===== src/rtl/wb_merge_unit.sv =====
// Writeback merger: per-source select + FIFO, one register-file write per cycle,
// registered write port and a pending-destination mask for hazard detection.
module wb_merge_unit #(
  parameter int NUM_SRC    = 3,
  parameter int XLEN       = 32,
  parameter int RA_W       = 5,
  parameter int FIFO_DEPTH = 2,
  parameter int PRIO_MODE  = 0
) (
  input  logic                      clk,
  input  logic                      rst_n,
  input  logic [NUM_SRC-1:0]        src_valid,
  output logic [NUM_SRC-1:0]        src_ready,
  input  logic [NUM_SRC-1:0]        src_regwrite,
  input  logic [NUM_SRC*RA_W-1:0]   src_rd_addr,
  input  logic [NUM_SRC*2-1:0]      src_sel,
  input  logic [NUM_SRC*XLEN-1:0]   src_alu,
  input  logic [NUM_SRC*XLEN-1:0]   src_mem,
  input  logic [NUM_SRC*XLEN-1:0]   src_pc,
  input  logic [NUM_SRC*XLEN-1:0]   src_imm,
  output logic                      rf_we,
  output logic [RA_W-1:0]           rf_waddr,
  output logic [XLEN-1:0]           rf_wdata,
  output logic [(1<<RA_W)-1:0]      pending_mask
);

  localparam int PTR_W = $clog2(FIFO_DEPTH);
  localparam int CNT_W = PTR_W + 1;
  localparam int SRC_W = (NUM_SRC > 1) ? $clog2(NUM_SRC) : 1;

  logic [RA_W-1:0]  r_mem_addr [NUM_SRC][FIFO_DEPTH];
  logic [XLEN-1:0]  r_mem_data [NUM_SRC][FIFO_DEPTH];
  logic [PTR_W-1:0] r_rd_ptr   [NUM_SRC];
  logic [PTR_W-1:0] r_wr_ptr   [NUM_SRC];
  logic [CNT_W-1:0] r_count    [NUM_SRC];
  logic [SRC_W-1:0] r_rr_ptr;

  logic [NUM_SRC-1:0] w_push;
  logic [NUM_SRC-1:0] w_pop;
  logic [NUM_SRC-1:0] w_nonempty;
  logic [RA_W-1:0]    w_rd    [NUM_SRC];
  logic [XLEN-1:0]    w_wdata [NUM_SRC];
  logic               w_gnt_valid;
  logic [SRC_W-1:0]   w_gnt_idx;
  logic [SRC_W:0]     w_rr_sum;
  logic [SRC_W-1:0]   w_rr_next;
  logic [RA_W-1:0]    w_head_addr;
  logic [XLEN-1:0]    w_head_data;

  genvar gi;
  generate
    for (gi = 0; gi < NUM_SRC; gi++) begin : g_src
      logic [1:0] w_sel;
      assign w_sel          = src_sel[gi*2 +: 2];
      assign w_rd[gi]       = src_rd_addr[gi*RA_W +: RA_W];
      assign w_wdata[gi]    = (w_sel == 2'd0) ? src_alu[gi*XLEN +: XLEN] :
                              (w_sel == 2'd1) ? src_mem[gi*XLEN +: XLEN] :
                              (w_sel == 2'd2) ? src_pc[gi*XLEN +: XLEN]  :
                                                src_imm[gi*XLEN +: XLEN];
      // Ready depends on the registered count only, so a full FIFO never pops through.
      assign src_ready[gi]  = rst_n && (r_count[gi] < CNT_W'(FIFO_DEPTH));
      assign w_nonempty[gi] = (r_count[gi] != '0);
      assign w_push[gi]     = src_valid[gi] && src_ready[gi] && src_regwrite[gi] &&
                              (w_rd[gi] != '0);
      assign w_pop[gi]      = w_gnt_valid && (w_gnt_idx == SRC_W'(gi));
    end
  endgenerate

  always_comb begin
    logic [SRC_W:0] idx;
    idx         = '0;
    w_gnt_valid = 1'b0;
    w_gnt_idx   = '0;
    for (int k = 0; k < NUM_SRC; k++) begin
      if (PRIO_MODE == 1) begin
        idx = (SRC_W+1)'(k);
      end else begin
        idx = {1'b0, r_rr_ptr} + (SRC_W+1)'(k);
        if (idx >= (SRC_W+1)'(NUM_SRC)) idx = idx - (SRC_W+1)'(NUM_SRC);
      end
      if (!w_gnt_valid && w_nonempty[idx[SRC_W-1:0]]) begin
        w_gnt_valid = 1'b1;
        w_gnt_idx   = idx[SRC_W-1:0];
      end
    end
  end

  assign w_rr_sum    = {1'b0, w_gnt_idx} + 1'b1;
  assign w_rr_next   = (w_rr_sum >= (SRC_W+1)'(NUM_SRC)) ? '0 : w_rr_sum[SRC_W-1:0];
  assign w_head_addr = r_mem_addr[w_gnt_idx][r_rd_ptr[w_gnt_idx]];
  assign w_head_data = r_mem_data[w_gnt_idx][r_rd_ptr[w_gnt_idx]];

  // Entry storage needs no reset: validity lives in the counts.
  always_ff @(posedge clk) begin
    for (int s = 0; s < NUM_SRC; s++) begin
      if (w_push[s]) begin
        r_mem_addr[s][r_wr_ptr[s]] <= w_rd[s];
        r_mem_data[s][r_wr_ptr[s]] <= w_wdata[s];
      end
    end
  end

  always_ff @(posedge clk or negedge rst_n) begin
    if (!rst_n) begin
      for (int s = 0; s < NUM_SRC; s++) begin
        r_rd_ptr[s] <= '0;
        r_wr_ptr[s] <= '0;
        r_count[s]  <= '0;
      end
      r_rr_ptr <= '0;
      rf_we    <= 1'b0;
      rf_waddr <= '0;
      rf_wdata <= '0;
    end else begin
      for (int s = 0; s < NUM_SRC; s++) begin
        if (w_push[s]) r_wr_ptr[s] <= r_wr_ptr[s] + 1'b1;
        if (w_pop[s])  r_rd_ptr[s] <= r_rd_ptr[s] + 1'b1;
        case ({w_push[s], w_pop[s]})
          2'b10:   r_count[s] <= r_count[s] + 1'b1;
          2'b01:   r_count[s] <= r_count[s] - 1'b1;
          default: r_count[s] <= r_count[s];
        endcase
      end
      rf_we <= w_gnt_valid;
      if (w_gnt_valid) begin
        rf_waddr <= w_head_addr;
        rf_wdata <= w_head_data;
        if (PRIO_MODE == 0) r_rr_ptr <= w_rr_next;
      end
    end
  end

  always_comb begin
    logic [PTR_W-1:0] off;
    off          = '0;
    pending_mask = '0;
    for (int s = 0; s < NUM_SRC; s++) begin
      for (int j = 0; j < FIFO_DEPTH; j++) begin
        off = PTR_W'(j) - r_rd_ptr[s];
        if ({1'b0, off} < r_count[s]) pending_mask[r_mem_addr[s][j]] = 1'b1;
      end
    end
    if (rf_we) pending_mask[rf_waddr] = 1'b1;
  end

endmodule


===== config.mk =====
export PLATFORM = sky130hd
export DESIGN_NAME = wb_merge_unit
export DESIGN_NICKNAME = d
export VERILOG_FILES = /design/src/rtl/wb_merge_unit.sv
export SDC_FILE = /design/constraint.sdc
export NUM_CORES = 1
export LEC_CHECK = 0
export ABC_AREA = 1
export BUFFER_PORTS_ARGS = -buffer_cell sky130_fd_sc_hd__buf_2
export CORE_MARGIN = 2
export CORE_UTILIZATION = 45
export DETAILED_ROUTE_END_ITERATION = 10
export GPL_TIMING_DRIVEN = 0
export HOLD_SLACK_MARGIN = 0.08
export PLACE_DENSITY = 0.82
export SYNTH_ARGS = -nofsm -noshare
export SYNTH_HDL_FRONTEND = slang
export SYNTH_SLANG_ARGS = --single-unit

===== constraint.sdc =====
create_clock -name clk -period 3.3 [get_ports clk]
set_clock_uncertainty 0.15 [all_clocks]
set_input_delay 0.495 -clock clk [delete_from_list [all_inputs] [get_ports clk]]
set_output_delay 0.495 -clock clk [all_outputs]
set_load 0.01 [all_outputs]

=== After elaboration in Yosys (flattened, before gate mapping) ===
Memories as Yosys holds them, arrays and structs flattened.
Index checks and enable logic that the tools add are counted.

* Register bits: 52
* Bits in writable memories: 222
* Input bits: 413
* Output and inout port bits: 73
* Memories kept: 2

* $add $sub $neg: 24
* Order comparisons: 38
* Equal/unequal tests: 14
* Muxes and demuxes: 79
* Bitwise logic cells: 11
* Reductions and logical operators: 42

{| class="wikitable"
|+ Memory list
! name !! words !! bits a word !! rd ports !! clocked after memory_dff !! write ports !! RTL line !! RTL
|-
| r_mem_data || 3 || 64 || 1 || 0 || 3 || 32 || <nowiki>logic [XLEN-1:0] r_mem_data [NUM_SRC][FIFO_DEPTH];</nowiki>
|-
| r_mem_addr || 3 || 10 || 4 || 0 || 3 || 31 || <nowiki>logic [RA_W-1:0] r_mem_addr [NUM_SRC][FIFO_DEPTH];</nowiki>
|}

{| class="wikitable"
|+ Operator list
! operator !! number
|-
| $mux W32 || 22
|-
| $mux W64 || 3
|-
| $or A32 B32 Y32 || 6
|-
| $demux W32 S1 || 3
|-
| $lt A5 B6 Y1 const B || 7
|-
| $demux W1 S5 || 7
|-
| $ge A5 B1 Y1 const B || 7
|-
| $mux W10 || 3
|-
| $mux W5 || 6
|-
| $logic_and A1 B1 Y1 || 27
|-
| $mux W1 || 18
|-
| $demux W5 S1 || 3
|-
| $reduce_bool A5 Y1 || 3
|-
| $eq A2 B1 Y1 const B || 7
|-
| $eq A2 B2 Y1 const B || 7
|-
| $mux W2 || 7
|-
| $lt A1 B2 Y1 || 6
|-
| $pmux W2 S2 || 3
|-
| $reduce_bool A2 Y1 || 6
|-
| $ge A2 B2 Y1 const B || 5
|-
| $ge A3 B2 Y1 const B || 3
|-
| $lt A2 B3 Y1 const B || 3
|-
| $bmux W1 S2 || 4
|-
| $logic_not A2 Y1 || 4
|-
| 13 further kinds || 38
|}

=== Depth between registers and ports, before layout ===
Gate-level depths: netlist (run 1).

* Word-level depth: 19
* Mapped depth: 18

=== Worst setup path before layout (run 1) ===
Ideal clock, no wire load.

* Path kind: in2reg
* Start: in rst_n
* End: mem r_mem_addr[0][0] (netlist bit) (enable)
* Library setup time: 0.431 ns
* Arrival: 2.556 ns
* Data required time: 2.719 ns
* Setup slack: 0.162 ns
* Cell stages on the path: 4
* Buffers on the path: 0
* Cells stage by stage: inv_1 nor2_1 nand4_1 nor2_1

{| class="wikitable"
|+ RTL lines
! element !! RTL line !! RTL
|-
| start: declaration || 11 || <nowiki>input logic rst_n,</nowiki>
|-
| end: declaration || 31 ||
|}

=== Worst setup path after layout (run 1) ===
* Start: reg r_count[4] (netlist bit)
* End: out pending_mask[1]

* Word-level cells in the longest chain between the ends: 14
* Elaborated cells on any way between the ends: 15

{| class="wikitable"
|+ RTL lines
! element !! RTL line !! RTL
|-
| start: declaration || 35 || <nowiki>logic [CNT_W-1:0] r_count [NUM_SRC];</nowiki>
|-
| start signal: indexed assignment || 119 || <nowiki>2'b10: r_count[s] <= r_count[s] + 1'b1;</nowiki>
|-
| start signal: indexed assignment || 120 || <nowiki>2'b01: r_count[s] <= r_count[s] - 1'b1;</nowiki>
|-
| start signal: indexed assignment || 121 || <nowiki>default: r_count[s] <= r_count[s];</nowiki>
|-
| $lt A1 B2 Y1 || 140 || <nowiki>if ({1'b0, off} < r_count[s]) pending_mask[r_mem_addr[s][j]] = 1'b1;</nowiki>
|-
| $mux W32 || 140 ||
|-
| $or A32 B32 Y32 (no source line) || n/a ||
|-
| $mux W32 * || 140 ||
|-
| $or A32 B32 Y32 (no source line) || n/a ||
|-
| $mux W32 * || 140 ||
|-
| $or A32 B32 Y32 (no source line) || n/a ||
|-
| $mux W32 * || 140 ||
|-
| $or A32 B32 Y32 (no source line) || n/a ||
|-
| $mux W32 * || 140 ||
|-
| $or A32 B32 Y32 (no source line) || n/a ||
|-
| $mux W32 * || 140 ||
|-
| $or A32 B32 Y32 (no source line) || n/a ||
|-
| $mux W32 * || 143 || <nowiki>if (rf_we) pending_mask[rf_waddr] = 1'b1;</nowiki>
|-
| end: declaration || 24 || <nowiki>output logic [(1<<RA_W)-1:0] pending_mask</nowiki>
|}

Every way passes the cells marked *; elsewhere a longest branch is shown, timed or not.

==> results of run 1 <==
cells by family after synthesis:
group,after synthesis,share of synthesized area (%)
AO/OA/AOI/OAI,375,15.7
adder cells (fa/ha/maj),5,0.411
buffers and inverters,209,5.52
AND/OR/NAND/NOR,927,25.3
flip-flops,274,52.4
XOR/XNOR,11,0.634
Yosys cell counts (all sizes together):
library cell,count,area (um2)
clkbuf,65,244
nor2,160,623
nand3,119,616
o2111ai,16,140
xor2,8,70.1
nor3,87,435
o211ai,2,15.0
nand4,13,87.6
a22oi,10,75.1
a21boi,8,60.1
o22a,1,8.76
nand3b,1,7.51
ha,5,62.6
o22ai,39,244
o21ai,81,405
nand2,547,2080
edfxtp,222,6670
o221ai,58,508
dfrtp,52,1300
a211oi,1,7.51
inv,116,435
a221oi,9,78.8
xnor2,3,26.3
o31ai,34,255
a21oi,116,592
buf,28,160
metrics by stage:
stage	cell area (um2)	util [%]	power, W	hold WS [ps]	TNS [ps]
after floorplan	15200	-	0.0118	49.4	0
after global placement	18200	54.5	0.0160	312	-554870
after detailed placement	18400	55.1	0.0164	315	-112270
after CTS	19500	58.5	0.0196	91.5	0
after global routing	19600	58.9	0.0210	84.7	0
final	19600	58.9	0.0201	88.9	0
state kept, by name, indices dropped and copies added, names as in the netlist, 2 cells and up:
signal	count
r_mem_addr	30
r_count	6
r_rd_ptr	3
rf_waddr	5
r_rr_ptr	2
rf_wdata	32
r_wr_ptr	3
r_mem_data	192
worst reg2reg max path: cells and delay by family, from the launching register on:
family,cells,cell delay [ps]
XOR/XNOR,1,160
AO/OA/AOI/OAI,2,220
flip-flops,1,360
buffers and inverters,4,800
adder cells (fa/ha/maj),2,690
AND/OR/NAND/NOR,6,680
layout make-up:
type	instances	area [um2]	area share, %
buffer	93	407	2.07
clock buffer	33	696	3.54
clock inverter	12	164	0.835
inverter	116	435	2.22
multi-input combinational	1318	6670	33.9
sequential	274	7970	40.6
tap	448	561	2.85
timing repair buffer	504	2740	14.0
metal layers:
metal	vias to the layer above	GRT usage, %
met1	7962	46.0
met4	0	28.5
met2	1212	67.3
met5	-	0
li1	7414	-
met3	275	6.98
timing repair:
action / CTS / global route
pin swaps: 0 / 1
endpoints found under the hold margin: 78 / 0
endpoints found under the setup margin: 145 / 29
setup buffers: 0 / 1
hold buffers: 15 / 0
resized for setup: 22 / 26
cell usage in the layout, fill, tap and decap left out, drive strengths merged:
| cell | n |
|---|---|
| a22oi | 10 |
| o211ai | 2 |
| nand3 | 119 |
| bufinv | 4 |
| a211oi | 1 |
| nand4 | 13 |
| edfxtp | 222 |
| o31ai | 34 |
| nor3 | 87 |
| xnor2 | 3 |
| dlygate4sd3 | 14 |
| clkinvlp | 1 |
| o22a | 1 |
| nor2 | 160 |
| buf | 518 |
| dfrtp | 52 |
| o221ai | 58 |
| nand2 | 547 |
| o22ai | 39 |
| a221oi | 9 |
| clkbuf | 98 |
| clkinv | 6 |
| a21oi | 116 |
| o2111ai | 16 |
| inv | 117 |
| ha | 5 |
| o21ai | 81 |
| nand3b | 1 |
| a21boi | 8 |
| xor2 | 8 |
power by group through the flow:
stage | Combinational, W | Sequential, W | Clock [W]
global route | 0.0130 | 0.00483 | 0.00318
detailed placement | 0.0115 | 0.00484 | 0
CTS | 0.0117 | 0.00478 | 0.00305
finish | 0.0122 | 0.00479 | 0.00306
global placement | 0.0111 | 0.00483 | 0
floorplan | 0.00697 | 0.00486 | 0
path summary, 6_finish.rpt:
kind	end	slack, ps	cells after the start
worst max-delay path	pending_mask[1]	60	7
worst min-delay path	r_mem_addr[2][4]	90	1
worst max register to register	r_count[1]	130	15
worst min register to register	rf_wdata[10]	330	2
max in group asynchronous	rf_wdata[19]	2320	3
min in group asynchronous	r_count[1]	410	3
==> flow_summary.ini, run 1 <==
[outcome]
status = finished, final reports clean

[cells_and_area]
syn_to_final_growth_pct = 29.1
final_nets = 2750
fill_cells = 3028
antenna_cells = 0
fin_cells = 2798
drive_gt1_share_pct = 26.0

[cts]
cts-htree-levels = 1
worstSkewPairLatency_ps = 530
cts_root_buffer = clkbuf_16
cts_tree = done
path_clk_slew_ps = 70
cts_sinks = 274
numCtsBuffers = 25
clockBufferDepth = 3

[critical_path]
worstSetupStartpointType = flop
cp-startpoint = r_count[4]
path_cells = inv_1 -> o21ai_2 -> nand3_1 -> nor2_1 -> a21oi_1 -> o2111ai_1 -> buf_2
cpMaxStageDelayCell = dfrtp_1
crit_buf_inv = 2
slowest_delay_ps = 430
cp_max_fo = 7
critPathRequiredTime_ps = 2650
crit_family = simple AND/OR/NAND/NOR gates
worst_setup_path_end_kind = output port
cp_data_arrival_time_ps = 2590
r2r_start = r_rr_ptr[0]
crit_type = reg -> out

[pwr]
swShare_pct = 51.5
p_seq_share_pct = 23.9
p_switching_w = 0.0103
leakage_nw = 8.45
internal_power_w = 0.00975
p_per_area_mw_per_mm2 = 1020
pwr-share-comb_pct = 60.9
ir_worst_vdd_mv = 0.728
pwr-share-clk_pct = 15.2

[routing]
top_layer = met4
drt_wl_total_mm = 72.7
final_antenna_net_count = 0
wire_per_inst_um = 26.0
wl_met3_mm = 6.72
firstDrtPassIters = 6
routed_via_density = 6.03
wl_met2_mm = 34.6
vias = 16900
drc = 0
drtIter0Drc = 1897
wl_met1_mm = 25.1

[min_path]
hp-class = in -> reg
hold_start = src_rd_addr[14]

[grt]
antenna_found_initial = 0
grt_pass1_wl_mm = 103
grt_max_degree = 53
grt_pass1_vias = 16400
grt_usage_pct = 39.9
grt_overflow = 0

[placement]
io_buffers = 482
dp_hpwl_mm = 56.6
place_ws_ps = -755
gp_congestion = 1.01
placedCellCount = 2737

[sta]
fin_crit_sh_pct = 98.1
hold_violations = 0
rsz0062_at_grt = no
fmax_mhz = 309
final-setup-viol-count = 0
fin_ws_ps = 62.2
worstMarginPinSlew_ps = 1070
relSlewSlack_pct = 28.4
finalCriticalPeriod_ps = 3240
slew_viol_final = 0

[synth]
yosys_warnings = 0
synth_area_per_cell_um2 = 8.44
ys_ff_latch = 274
ys_seq_area_share_pct = 52.4
synth_area_mm2 = 0.0152
netlist_instances = 1801
synthesis.nets = 2219
synth_cell_type_count = 37

[floorplanning]
rows = 67
dieArea_mm2 = 0.0353
die_y_um = 188
die_w_um = 188
start_util_pct = 45.6
core_mm2 = 0.0334
ios = 486

[flow_run]
drv_cap = 0
Note: power is estimated with default switching activity, not from simulation.
==> run 2, diff against run 1 <==
clock period = 3.6 ns   (was 3.3 ns; I/O delays follow)
==> run 2 against run 1 <==
Core utilization shrank 0.84 points; power shrank 9.1%; first-iteration DRC count grew 1.1%; hold slack is essentially flat; sequential share of layout area grew 0.58 points; wire length shrank 0.63%; via count shrank 0.24%; largest power group unchanged.
==> flow_summary.ini, run 2 (same netlist as run 1, synthesis figures left out) <==
[critical_path]
cpMaxStageDelayCell = nor3_2
critPathRequiredTime_ps = 2910
endpoint = pending_mask[14]
cp-startpoint = r_rd_ptr[0]
cp_num_cells = 7
path_common_cell = inv_1
slowest_delay_ps = 760
r2r_cells = 16
worstSetupStartpointType = flop
cp_data_arrival_time_ps = 2780
r2r-end = r_count[5]
worst_setup_path_end_kind = output port
path_cells = inv_1 -> o21ai_0 -> inv_1 -> nor3_2 -> a22oi_1 -> o2111ai_1 -> buf_2
cp_max_fo = 8
r2r_slack_ps = 230
r2r_start = r_rr_ptr[0]
crit_buf_inv = 3
crit_type = reg -> out
crit_family = simple AND/OR/NAND/NOR gates

[floorplanning]
rows = 67
dieArea_mm2 = 0.0353
core_mm2 = 0.0334
ios = 486
die_w_um = 188
start_util_pct = 45.6
die_y_um = 188

[cells_and_area]
final_nets = 2736
design_area_mm2 = 0.0194
drive_gt1_share_pct = 25.5
layout_commonest_cell = nand2_1
antenna_cells = 0
multi_input_area_mm2 = 0.00653
syn_to_final_growth_pct = 27.3
final_util_pct = 58.0
layout_common_cells = nand2_1, buf_2, edfxtp_1
fin_cells = 2784
register_area_mm2 = 0.00797
fill_cells = 3061
largest_register_ffs = 192

[cts]
cts_tree = done
path_clk_slew_ps = 70
clockBufferDepth = 3
cts_sinks = 274
numCtsBuffers = 25
worstSkewPairLatency_ps = 530
cts-htree-levels = 1
cts_root_buffer = clkbuf_16

[sta]
finalCriticalPeriod_ps = 3470
slew_viol_final = 0
worstMarginPinSlew_ps = 1330
hold_violations = 0
final-setup-viol-count = 0
fin_crit_sh_pct = 96.3
relSlewSlack_pct = 10.8
rsz0062_at_grt = no
tns_ps = 0
fmax_mhz = 289

[routing]
final_antenna_net_count = 0
drt_wl_total_mm = 72.2
wire_per_inst_um = 25.9
vias = 16800
drtIter0Drc = 1918
routed_via_density = 6.04
firstDrtPassIters = 6
drc = 0

[pwr]
p_seq_share_pct = 24.1
ir_worst_vdd_mv = 0.663
pwr-share-clk_pct = 15.3
p_per_area_mw_per_mm2 = 943
leakage_nw = 8.35
internal_power_w = 0.00887
pwr-share-comb_pct = 60.6
swShare_pct = 51.4
p_switching_w = 0.00938
p_total_w = 0.0183

[placement]
placedCellCount = 2737
io_buffers = 482
placed_cell_area_mm2 = 0.0184
gp_congestion = 1.01
dp_hpwl_mm = 56.6

[grt]
antenna_found_initial = 0
grt_overflow = 0
met2_usage_pct = 67.3
grt_max_degree = 54
grt_pass1_vias = 16200
grt_pass1_wl_mm = 103
grtUsageMet1_pct = 45.9
grt_usage_pct = 39.8
gr-usage-met3_pct = 7.15
top_usage_layer = met2

[min_path]
hp-class = in -> reg

[outcome]
status = finished, final reports clean

[flow_run]
drv_cap = 0
[run 2: area by class of cell]
class | instances | area share, %
sequential | 274 | 41.2
tap | 448 | 2.90
multi-input combinational | 1318 | 33.7
clock buffer | 33 | 3.59
clock inverter | 12 | 0.847
timing repair buffer | 490 | 13.4
inverter | 116 | 2.25
buffer | 93 | 2.10
[run 2: worst min path at each step]
stage	from	end	slack, ps	depth (start not counted)
floorplan	rst_n	r_count[0]	90	0
global placement	rf_wdata[26]	rf_wdata[26]	310	2
detailed placement	rf_wdata[11]	rf_wdata[11]	320	2
CTS	src_rd_addr[11]	r_mem_addr[2][1]	80	1
global route	src_rd_addr[11]	r_mem_addr[2][1]	80	1
finish	src_rd_addr[9]	r_mem_addr[1][9]	90	1
[run 2: power by group through the flow]
stage	registers (W)	logic, W	clock network (W)
3_5_place_dp	0.00444	0.0106	0
6_report	0.00439	0.0111	0.00280
2_1_floorplan	0.00446	0.00639	0
5_1_grt	0.00443	0.0118	0.00291
4_1_cts	0.00438	0.0107	0.00280
3_3_place_gp	0.00442	0.0102	0
[run 2: routing by layer]
layer	vias up	wire, um	share of wire (%)
li1	7381	-	-
met1	7946	24800	34
met2	1217	34600	48
met3	279	6620	9.2
met4	0	6160	8.5
met5	-	0	0
[run 2: worst register-to-register path, stage by stage (launching register included)]
cell and delay [ps]:
dfrtp_1 370, inv_1 60, ha_1 380, inv_2 110, nand2_1 70, nand3_1 80
nand2_1 170, nand3_2 250, nand2_2 150, nor2_2 230, clkbuf_4 310, nand2_1 170
inv_1 90, ha_1 250, a21oi_1 120, o21ai_0 130, xor2_1 160
[run 2: per-stage QoR]
stage	setup WS [ps]	hold slack, ps
after floorplan	417	94.4
final	135	89.2
after CTS	26.5	80.3
after detailed placement	-500	315
after global placement	-2370	312
after global routing	7.09	81.2
[run 2: repair_timing]
item / in CTS / in global routing
endpoints found under the setup margin: 27 / 19
gates resized for setup: 11 / 4
endpoints found under the hold margin: 0 / 52
buffers inserted: 0 / 0
hold buffers: 0 / 2
==> run 3, diff against run 2 <==
CORE_AREA = 2 2 187 189   (was default)
CORE_MARGIN = default   (was 2)
CORE_UTILIZATION = default   (was 45)
DIE_AREA = 0 0 189 191   (was default)
==> run 3 against run 2 <==
Sequential share of layout area decreased by 0.051 points; non-clock buffer count increased by 4; worst setup slack got worse by 26 ps; sequential power about the same; core utilization decreased by 1.2 points; via count decreased by 0.12%; count of clock-buffer cells in the layout decreased by 4; sequential cell count unchanged; global-route usage decreased by 0.56 points; wire length increased by 0.16%; hold slack about the same.
==> flow_summary.ini, run 3 (same netlist as run 1, synthesis figures left out) <==
[grt]
grt_pass1_wl_mm = 103
antenna_found_initial = 1
grt_pass1_vias = 16800
grt_overflow = 0
grt_max_degree = 54
grt_usage_pct = 39.2

[sta]
fin_ws_ps = 108
rsz0062_at_grt = no
fin_crit_sh_pct = 97.0
final-setup-viol-count = 0
fmax_mhz = 286
finalCriticalPeriod_ps = 3490
worstMarginPinSlew_ps = 1140
slew_viol_final = 0
relSlewSlack_pct = 23.4
hold_violations = 0

[critical_path]
cp_data_arrival_time_ps = 2800
path_cells = inv_1 -> nor3_1 -> inv_1 -> o22ai_1 -> a21oi_1 -> o2111ai_1 -> buf_2
crit_type = reg -> out
critPathRequiredTime_ps = 2910
path_common_cell = inv_1
worstSetupStartpointType = flop
cp_max_fo = 5
worst_setup_path_end_kind = output port
cpMaxStageDelayCell = nor3_1
slowest_delay_ps = 670

[pwr]
ir_worst_vdd_mv = 0.580
p_seq_share_pct = 24.5
pwr-share-comb_pct = 60.7
leakage_nw = 8.34
p_switching_w = 0.00927
internal_power_w = 0.00875
p_per_area_mw_per_mm2 = 930
swShare_pct = 51.5
pwr-share-clk_pct = 14.8

[routing]
vias = 16800
final_antenna_net_count = 0
drtIter0Drc = 1970
wire_per_inst_um = 25.9
firstDrtPassIters = 6
drt_wl_total_mm = 72.3
drc = 0
routed_via_density = 6.01

[cts]
cts-htree-levels = 1
cts_sinks = 274
path_clk_slew_ps = 70
worstSkewPairLatency_ps = 540
cts_root_buffer = clkbuf_16
cts_tree = done
clockBufferDepth = 3
numCtsBuffers = 25

[min_path]
hp-class = in -> reg

[floorplanning]
die_w_um = 189
rows = 68
dieArea_mm2 = 0.0361
ios = 486
die_y_um = 191
start_util_pct = 44.6
core_mm2 = 0.0341

[cells_and_area]
fill_cells = 3047
final_util_pct = 56.8
multi_input_area_mm2 = 0.00655
largest_register_ffs = 192
register_area_mm2 = 0.00797
final_nets = 2740
layout_common_cells = nand2_1, buf_2, edfxtp_1
layout_commonest_cell = nand2_1
drive_gt1_share_pct = 25.6
syn_to_final_growth_pct = 27.5

[placement]
gp_congestion = 1.06
place_ws_ps = -552
dp_hpwl_mm = 56.0
io_buffers = 482

[outcome]
status = finished, final reports clean

[flow_run]
drv_cap = 0
## run 3: changes by cell type in the layout (fill, tap and decap cells not counted), moves of 2 or more
cell	before	now
buf_12	2	6
clkbuf_8	4	0
buf_16	5	2
clkinv_4	0	3
nor3_2	14	11
nor3_4	1	4
clkinv_1	2	4
clkinvlp_4	1	3
## run 3: final cells by class
type | instances | area share (%)
sequential | 274 | 41.1
antenna | 1 | 0.0129
multi-input combinational | 1318 | 33.8
clock inverter | 17 | 0.917
buffer | 93 | 2.10
tap | 455 | 2.94
clock buffer | 29 | 3.31
inverter | 116 | 2.25
timing repair buffer | 494 | 13.6
## run 3: timing repair
item                                    in CTS  in global routing
hold buffers                                 1                  2
pin swaps                                    0                  1
resized for setup                           10                 10
endpoints found under the setup margin      23                 19
endpoints found under the hold margin        2                 52
setup buffers                                0                  2
## run 3: worst max-delay path, delay by kind of cell, from the launching register on
kind	cells	cell delay (ps)
AOI/OAI and AO/OA	3	480
buffers and inverters	3	660
DFF	1	460
and+or+nand+nor	1	670
## run 3: layer usage
metal | up-vias | track usage, % | share of wire, % | wire length [um]
li1 | 7387 | - | - | -
met1 | 7888 | 43.9 | 33 | 24200
met2 | 1262 | 67.4 | 49 | 35200
met3 | 265 | 8.37 | 10 | 7300
met4 | 0 | 26.4 | 7.7 | 5570
met5 | - | 0 | 0 | 0
## run 3: per-stage QoR
stage	setup TNS [ps]	std cells	power, W	hold WS, ps	cell area (um2)
after global routing	0	2797	0.0190	87.0	19400
after CTS	-29.1	2792	0.0176	87.3	19300
after detailed placement	-48120	2745	0.0149	310	18400
after floorplan	0	1801	0.0108	94.4	15200
after global placement	-487400	2738	0.0145	312	18200
final	0	2797	0.0180	88.7	19400
## run 3: power by group through the flow
| stage | Clock (W) | Combinational [W] | Sequential (W) |
|---|---|---|---|
| 5_1_grt | 0.00280 | 0.0118 | 0.00445 |
| 4_1_cts | 0.00267 | 0.0105 | 0.00439 |
| 3_5_place_dp | 0 | 0.0104 | 0.00445 |
| 6_report | 0.00267 | 0.0109 | 0.00441 |
| 3_3_place_gp | 0 | 0.0100 | 0.00444 |
| 2_1_floorplan | 0 | 0.00639 | 0.00446 |
## run 3: final timing paths
| path | slack (ps) | end | startpoint | depth (start not counted) |
|---|---|---|---|---|
| min in group asynchronous | 440 | r_count[2] | rst_n | 3 |
| max reg2reg | 240 | r_count[5] | r_rr_ptr[0] | 17 |
| max | 110 | pending_mask[29] | rf_waddr[0] | 7 |
| max in group asynchronous | 2570 | rf_wdata[26] | rst_n | 3 |
| min | 90 | r_mem_addr[1][9] | src_rd_addr[9] | 1 |
| min reg2reg | 330 | rf_wdata[5] | rf_wdata[5] | 2 |
